`config.mk`:
```
export PLATFORM = sky130hd
export DESIGN_NAME = mem_arbiter
export DESIGN_NICKNAME = d
export VERILOG_FILES = /design/src/rtl/mem_arb_pkg.sv /design/src/rtl/mem_arbiter_rr.sv /design/src/rtl/mem_arbiter.sv
export SDC_FILE = /design/constraint.sdc
export NUM_CORES = 1
export LEC_CHECK = 0
export ABC_AREA = 0
export CAP_MARGIN = 20
export CORE_UTILIZATION = 18
export CTS_CLUSTER_SIZE = 24
export DETAILED_ROUTE_END_ITERATION = 7
export PLACE_DENSITY = 0.77
export RECOVER_POWER = 100
export SLEW_MARGIN = 25
export SYNTH_ARGS = -nofsm -noshare
export SYNTH_HDL_FRONTEND = slang
export SYNTH_SLANG_ARGS = --single-unit
```
`constraint.sdc`:
```
create_clock -name clk_i -period 1.2 [get_ports clk_i]
set_input_delay 0.18 -clock clk_i [delete_from_list [all_inputs] [get_ports clk_i]]
set_output_delay 0.18 -clock clk_i [all_outputs]
set_load 0.005 [all_outputs]
```
`src/rtl/mem_arb_pkg.sv`:
```
`default_nettype none
// ============================================================================
// Module      : mem_arb_pkg
// Description : Shared state and owner encodings for the memory arbiter.
// Revision    : 1.0 - initial release
// ============================================================================
package mem_arb_pkg;

    typedef enum logic {
        ST_IDLE = 1'b0,
        ST_BUSY = 1'b1
    } state_e;

    typedef enum logic {
        OWN_IF = 1'b0,
        OWN_DM = 1'b1
    } owner_e;

endpackage : mem_arb_pkg
`default_nettype wire

```
`src/rtl/mem_arbiter_rr.sv`:
```
`default_nettype none
// ============================================================================
// Module      : rr_arbiter2
// Description : Two-way round-robin grant with last-grant pointer.
// Revision    : 1.0 - initial release
// ============================================================================
module rr_arbiter2
    import mem_arb_pkg::*;
(
    input  logic clk_i,
    input  logic reset_i,
    input  logic i_req_if,
    input  logic i_req_dm,
    input  logic i_advance,
    output logic o_gnt_if,
    output logic o_gnt_dm,
    output logic o_any
);

    owner_e r_last;

    // Fetch wins only when alone or when the data port was served last.
    always_comb begin
        o_gnt_if = i_req_if && (!i_req_dm || (r_last == OWN_DM));
        o_gnt_dm = i_req_dm && !o_gnt_if;
        o_any    = o_gnt_if || o_gnt_dm;
    end

    always_ff @(posedge clk_i or negedge reset_i) begin
        if (!reset_i) begin
            r_last <= OWN_IF;
        end else if (i_advance) begin
            r_last <= o_gnt_dm ? OWN_DM : OWN_IF;
        end
    end

endmodule : rr_arbiter2
`default_nettype wire

```
`src/rtl/mem_arbiter.sv`:
```
`default_nettype none
// ============================================================================
// Module      : mem_arbiter
// Description : Fetch/data arbiter in front of a single-port memory,
//               one transaction outstanding at a time.
// Revision    : 1.0 - initial release
// ============================================================================
module mem_arbiter
    import mem_arb_pkg::*;
#(
    parameter int DATA_WIDTH = 32,
    parameter int ADDR_WIDTH = 5
) (
    input  logic                  clk_i,
    input  logic                  reset_i,
    input  logic                  if_valid_i,
    input  logic [ADDR_WIDTH-1:0] if_addr_i,
    output logic                  if_ready_o,
    output logic                  if_rvalid_o,
    output logic [DATA_WIDTH-1:0] if_rdata_o,
    input  logic                  dm_valid_i,
    input  logic                  dm_we_i,
    input  logic [ADDR_WIDTH-1:0] dm_addr_i,
    input  logic [DATA_WIDTH-1:0] dm_wdata_i,
    output logic                  dm_ready_o,
    output logic                  dm_rvalid_o,
    output logic [DATA_WIDTH-1:0] dm_rdata_o,
    output logic                  mem_valid_o,
    output logic                  mem_we_o,
    output logic [ADDR_WIDTH-1:0] mem_addr_o,
    output logic [DATA_WIDTH-1:0] mem_wdata_o,
    input  logic                  mem_ready_i,
    input  logic                  mem_rvalid_i,
    input  logic [DATA_WIDTH-1:0] mem_rdata_i,
    output logic                  err_o
);

    state_e r_state;
    state_e w_state_nxt;
    owner_e r_owner;
    owner_e w_owner_nxt;
    logic   r_err;

    logic w_gnt_if;
    logic w_gnt_dm;
    logic w_any;
    logic w_idle;
    logic w_xfer;

    assign w_idle = (r_state == ST_IDLE);
    assign w_xfer = reset_i && w_idle && w_any && mem_ready_i;

    rr_arbiter2 u_rr (
        .clk_i     (clk_i),
        .reset_i   (reset_i),
        .i_req_if  (if_valid_i),
        .i_req_dm  (dm_valid_i),
        .i_advance (w_xfer),
        .o_gnt_if  (w_gnt_if),
        .o_gnt_dm  (w_gnt_dm),
        .o_any     (w_any)
    );

    always_ff @(posedge clk_i or negedge reset_i) begin
        if (!reset_i) begin
            r_state <= ST_IDLE;
            r_owner <= OWN_IF;
        end else begin
            r_state <= w_state_nxt;
            r_owner <= w_owner_nxt;
        end
    end

    // A response with nothing outstanding is a protocol violation; latch it.
    always_ff @(posedge clk_i or negedge reset_i) begin
        if (!reset_i) begin
            r_err <= 1'b0;
        end else if (w_idle && mem_rvalid_i) begin
            r_err <= 1'b1;
        end
    end

    assign err_o = r_err;

    // Every output is gated by reset_i so nothing leaks while reset is held.
    always_comb begin
        w_state_nxt = r_state;
        w_owner_nxt = r_owner;
        if_ready_o  = 1'b0;
        dm_ready_o  = 1'b0;
        if_rvalid_o = 1'b0;
        dm_rvalid_o = 1'b0;
        if_rdata_o  = '0;
        dm_rdata_o  = '0;
        mem_valid_o = 1'b0;
        mem_we_o    = 1'b0;
        mem_addr_o  = '0;
        mem_wdata_o = '0;

        if (reset_i) begin
            if (w_idle) begin
                mem_valid_o = w_any;
                if (w_gnt_dm) begin
                    mem_we_o    = dm_we_i;
                    mem_addr_o  = dm_addr_i;
                    mem_wdata_o = dm_wdata_i;
                end else if (w_gnt_if) begin
                    mem_addr_o  = if_addr_i;
                end
                if_ready_o = w_gnt_if && mem_ready_i;
                dm_ready_o = w_gnt_dm && mem_ready_i;
                if (w_xfer) begin
                    w_state_nxt = ST_BUSY;
                    w_owner_nxt = w_gnt_dm ? OWN_DM : OWN_IF;
                end
            end else if (mem_rvalid_i) begin
                if (r_owner == OWN_DM) begin
                    dm_rvalid_o = 1'b1;
                    dm_rdata_o  = mem_rdata_i;
                end else begin
                    if_rvalid_o = 1'b1;
                    if_rdata_o  = mem_rdata_i;
                end
                w_state_nxt = ST_IDLE;
            end
        end
    end

endmodule : mem_arbiter
`default_nettype wire

```
==> impl_metrics.env <==
export IMPL_htreeDepth=1
export IMPL_ios=189
export IMPL_coreArea_sq_um=5240
export IMPL_p_leak_nw=1.91
export IMPL_cp_data_required_time_ns=1.02
export IMPL_min_period_ns=1.73
export IMPL_vias=1911
export IMPL_ys_ff_latch=4
export IMPL_grt_use_total_pct=20.6
export IMPL_finClkSkew_ns=0.00658
export IMPL_start_util_pct=19.1
export IMPL_grt_pass1_wl_um=9690
export IMPL_hold_path_class="in -> async"
export IMPL_hpwl_um=4180
export IMPL_rr_worst_depth=6
export IMPL_dp_cells=404
export IMPL_reg2reg_to="u_rr.r_last"
export IMPL_syn_nets=219
export IMPL_fillers=354
export IMPL_synth_distinct_cells=21
export IMPL_drt_initial_drc_count=45
export IMPL_wire_per_inst_um=18.0
export IMPL_worstMarginPinSlew_ns=0.229
export IMPL_power_per_cell_area_nw_per_um2=550
export IMPL_max_freq_ghz=0.577
export IMPL_crit_fanout=8
export IMPL_clkTransAtPathRegs_ns=0.04
export IMPL_dieWidth_um=76.5
export IMPL_n_antenna_cell=0
export IMPL_gp_congestion=0.745
export IMPL_root_buffer="clkbuf_8"
export IMPL_fin_crit_sh_pct=144
export IMPL_setup_viol=109
export IMPL_grt_max_degree=20
export IMPL_synthTopCellsByArea="and2_1 61%, dfrtp_1 10%, buf_6 6.8%"
export IMPL_final_nets=452
export IMPL_cts_made_buffers=3
export IMPL_yosys_area_top_type_share_pct=60.8
export IMPL_clk_path_buf_depth=2
export IMPL_setup_slack_ns=-0.533
export IMPL_critPathArrivalTime_ns=1.55
export IMPL_final_cell_mix="110 x buf_6, 94 x and2_4, 76 x clkdlybuf4s50_1"
export IMPL_cts_tree="done"
export IMPL_drv_slew=0
export IMPL_reg2reg_from="r_state"
export IMPL_max_slew_margin_rel_pct=84.7
export IMPL_synth_largest_area_cell="and2_1"
export IMPL_ant_nets=0
export IMPL_ys_warn_count=0
export IMPL_layout_commonest_cell="buf_6"
export IMPL_path_class="reg -> out"
export IMPL_drive_gt1_share_pct=73.4
export IMPL_drc=0
export IMPL_drtPass1Iterations=4
export IMPL_area_growth_pct=303
export IMPL_totalWireLength_um=7910
export IMPL_std_cell_rows=26
export IMPL_die_h_um=76.5
export IMPL_port_buffers=188
export IMPL_synth_area_per_cell_sq_um=7.24
export IMPL_violations="negative setup slack"
export IMPL_max_cap_viol_count=0
export IMPL_antenna_found_initial=0
export IMPL_yosysSeqAreaShare_pct=10.0
export IMPL_worstSetupStartpointType="flip-flop"
export IMPL_status="complete, but fails checks"
export IMPL_hold_violations=0
export IMPL_vias_per_cell=4.35
export IMPL_rrSetupSlack_ns=-0.13
export IMPL_synthCells=138
export IMPL_grt_overflow_total=0
export IMPL_final_cells=439
export IMPL_syn_area_sq_um=998
export IMPL_rsz0062_at_grt="true"
export IMPL_worstSkewPairLatency_ns=0.23
export IMPL_critPathCaptureType="primary output"
export IMPL_cts_sinks=4
export IMPL_first_global_vias=1761
export IMPL_die_area_sq_um=5850
export IMPL_max_vdd_ir_drop_mv=0.639
export IMPL_pre_cts_ws_ns=-0.834
==> power breakdown <==
| group | internal, W | switching [W] | total (W) | leakage [nW] |
|---|---|---|---|---|
| sequential | 0.000171 | 0.0000414 | 0.000212 | 0.0442 |
| combinational | 0.00112 | 0.000568 | 0.00169 | 1.85 |
| clock | 0.000216 | 0.0000945 | 0.000311 | 0.0216 |
| total | 0.00151 | 0.000703 | 0.00221 | 1.91 |
==> stage by stage <==
step / TNS, ns / utilization (%) / instance area (sq um) / power [W] / hold slack [ns]
finish: -48.70 / 76.8 / 4020 / 0.00221 / 0.0343
global route: -53.16 / 76.8 / 4020 / 0.00230 / 0.0552
detailed placement: -86.25 / 58.4 / 3060 / 0.00124 / 0.450
global placement: -84.26 / 58.4 / 3060 / 0.00124 / 0.444
floorplan: -0.248 / - / 1000 / 0.000530 / -0.116
CTS: -47.74 / 62.8 / 3290 / 0.00176 / 0.0130
==> synth_stat cells, drive strengths merged <==
library cell and count:
nor2b 2, nor3 4, dfrtp 4, a21bo 1
nand2b 1, inv 3, nand2 2, and2 97
a32o 1, clkbuf 1, nor2 4, a22o 6
a21o 1, o2bb2ai 1, nand3 1, buf 9
==> kinds of logic (layout without fill, tap and decap cells) <==
logic type | Yosys count | count (layout) | synth area share (%)
buffers and inverters | 13 | 244 | 9.90
DFF | 4 | 4 | 10.0
and+or+nand+nor | 111 | 111 | 71.2
AOI/OAI and AO/OA | 10 | 10 | 8.90
==> flip-flops by register name, indices dropped and copies added (netlist names) <==
name and cells:
u_rr.r_last 1, r_owner 1, err_o 1, r_state 1
==> cell type report <==
type,count,area (sq um),area share [%]
inverter,3,11.3,0.280
multi-input combinational,121,1110,27.6
tap,70,87.6,2.18
clock buffer,3,41.3,1.03
timing repair buffer,238,2670,66.4
sequential,4,101,2.52
==> worst max path at each step <==
stage                             from               to  slack (ns)  cells past startpoint
final                          r_state    if_rdata_o[2]       -0.53                      7
after CTS                      r_state   dm_rdata_o[22]       -0.54                      7
after detailed placement  mem_rvalid_i   dm_rdata_o[12]       -0.83                      6
after global routing           r_state    if_rdata_o[2]       -0.57                      7
after floorplan            u_rr.r_last  mem_wdata_o[11]       -0.01                      5
after global placement      dm_valid_i  mem_wdata_o[16]       -0.81                      6
==> metal layers <==
metal	up-vias	GRT usage [%]	wire length, um
met4	0	4.23	99
met1	917	23.1	3150
met3	12	3.47	341
li1	898	-	-
met5	-	0	0
met2	84	40.1	4320
==> critical path, cell delays in order (launching register included) <==
cell and delay (ns):
dfrtp_1 0.40, inv_2 0.10, nor3_4 0.22, buf_6 0.17
buf_16 0.13, buf_6 0.09, and2_4 0.13, buf_6 0.08
==> repair_timing <==
item                       4_1_cts  5_1_grt
hold buffers                     0        0
pin swaps                       28       72
setup endpoints to repair      110      109
buffers inserted                19        8
gates cloned                     7        8
gates resized for setup        438      217
No activity file was read; power rests on OpenSTA's default activity.
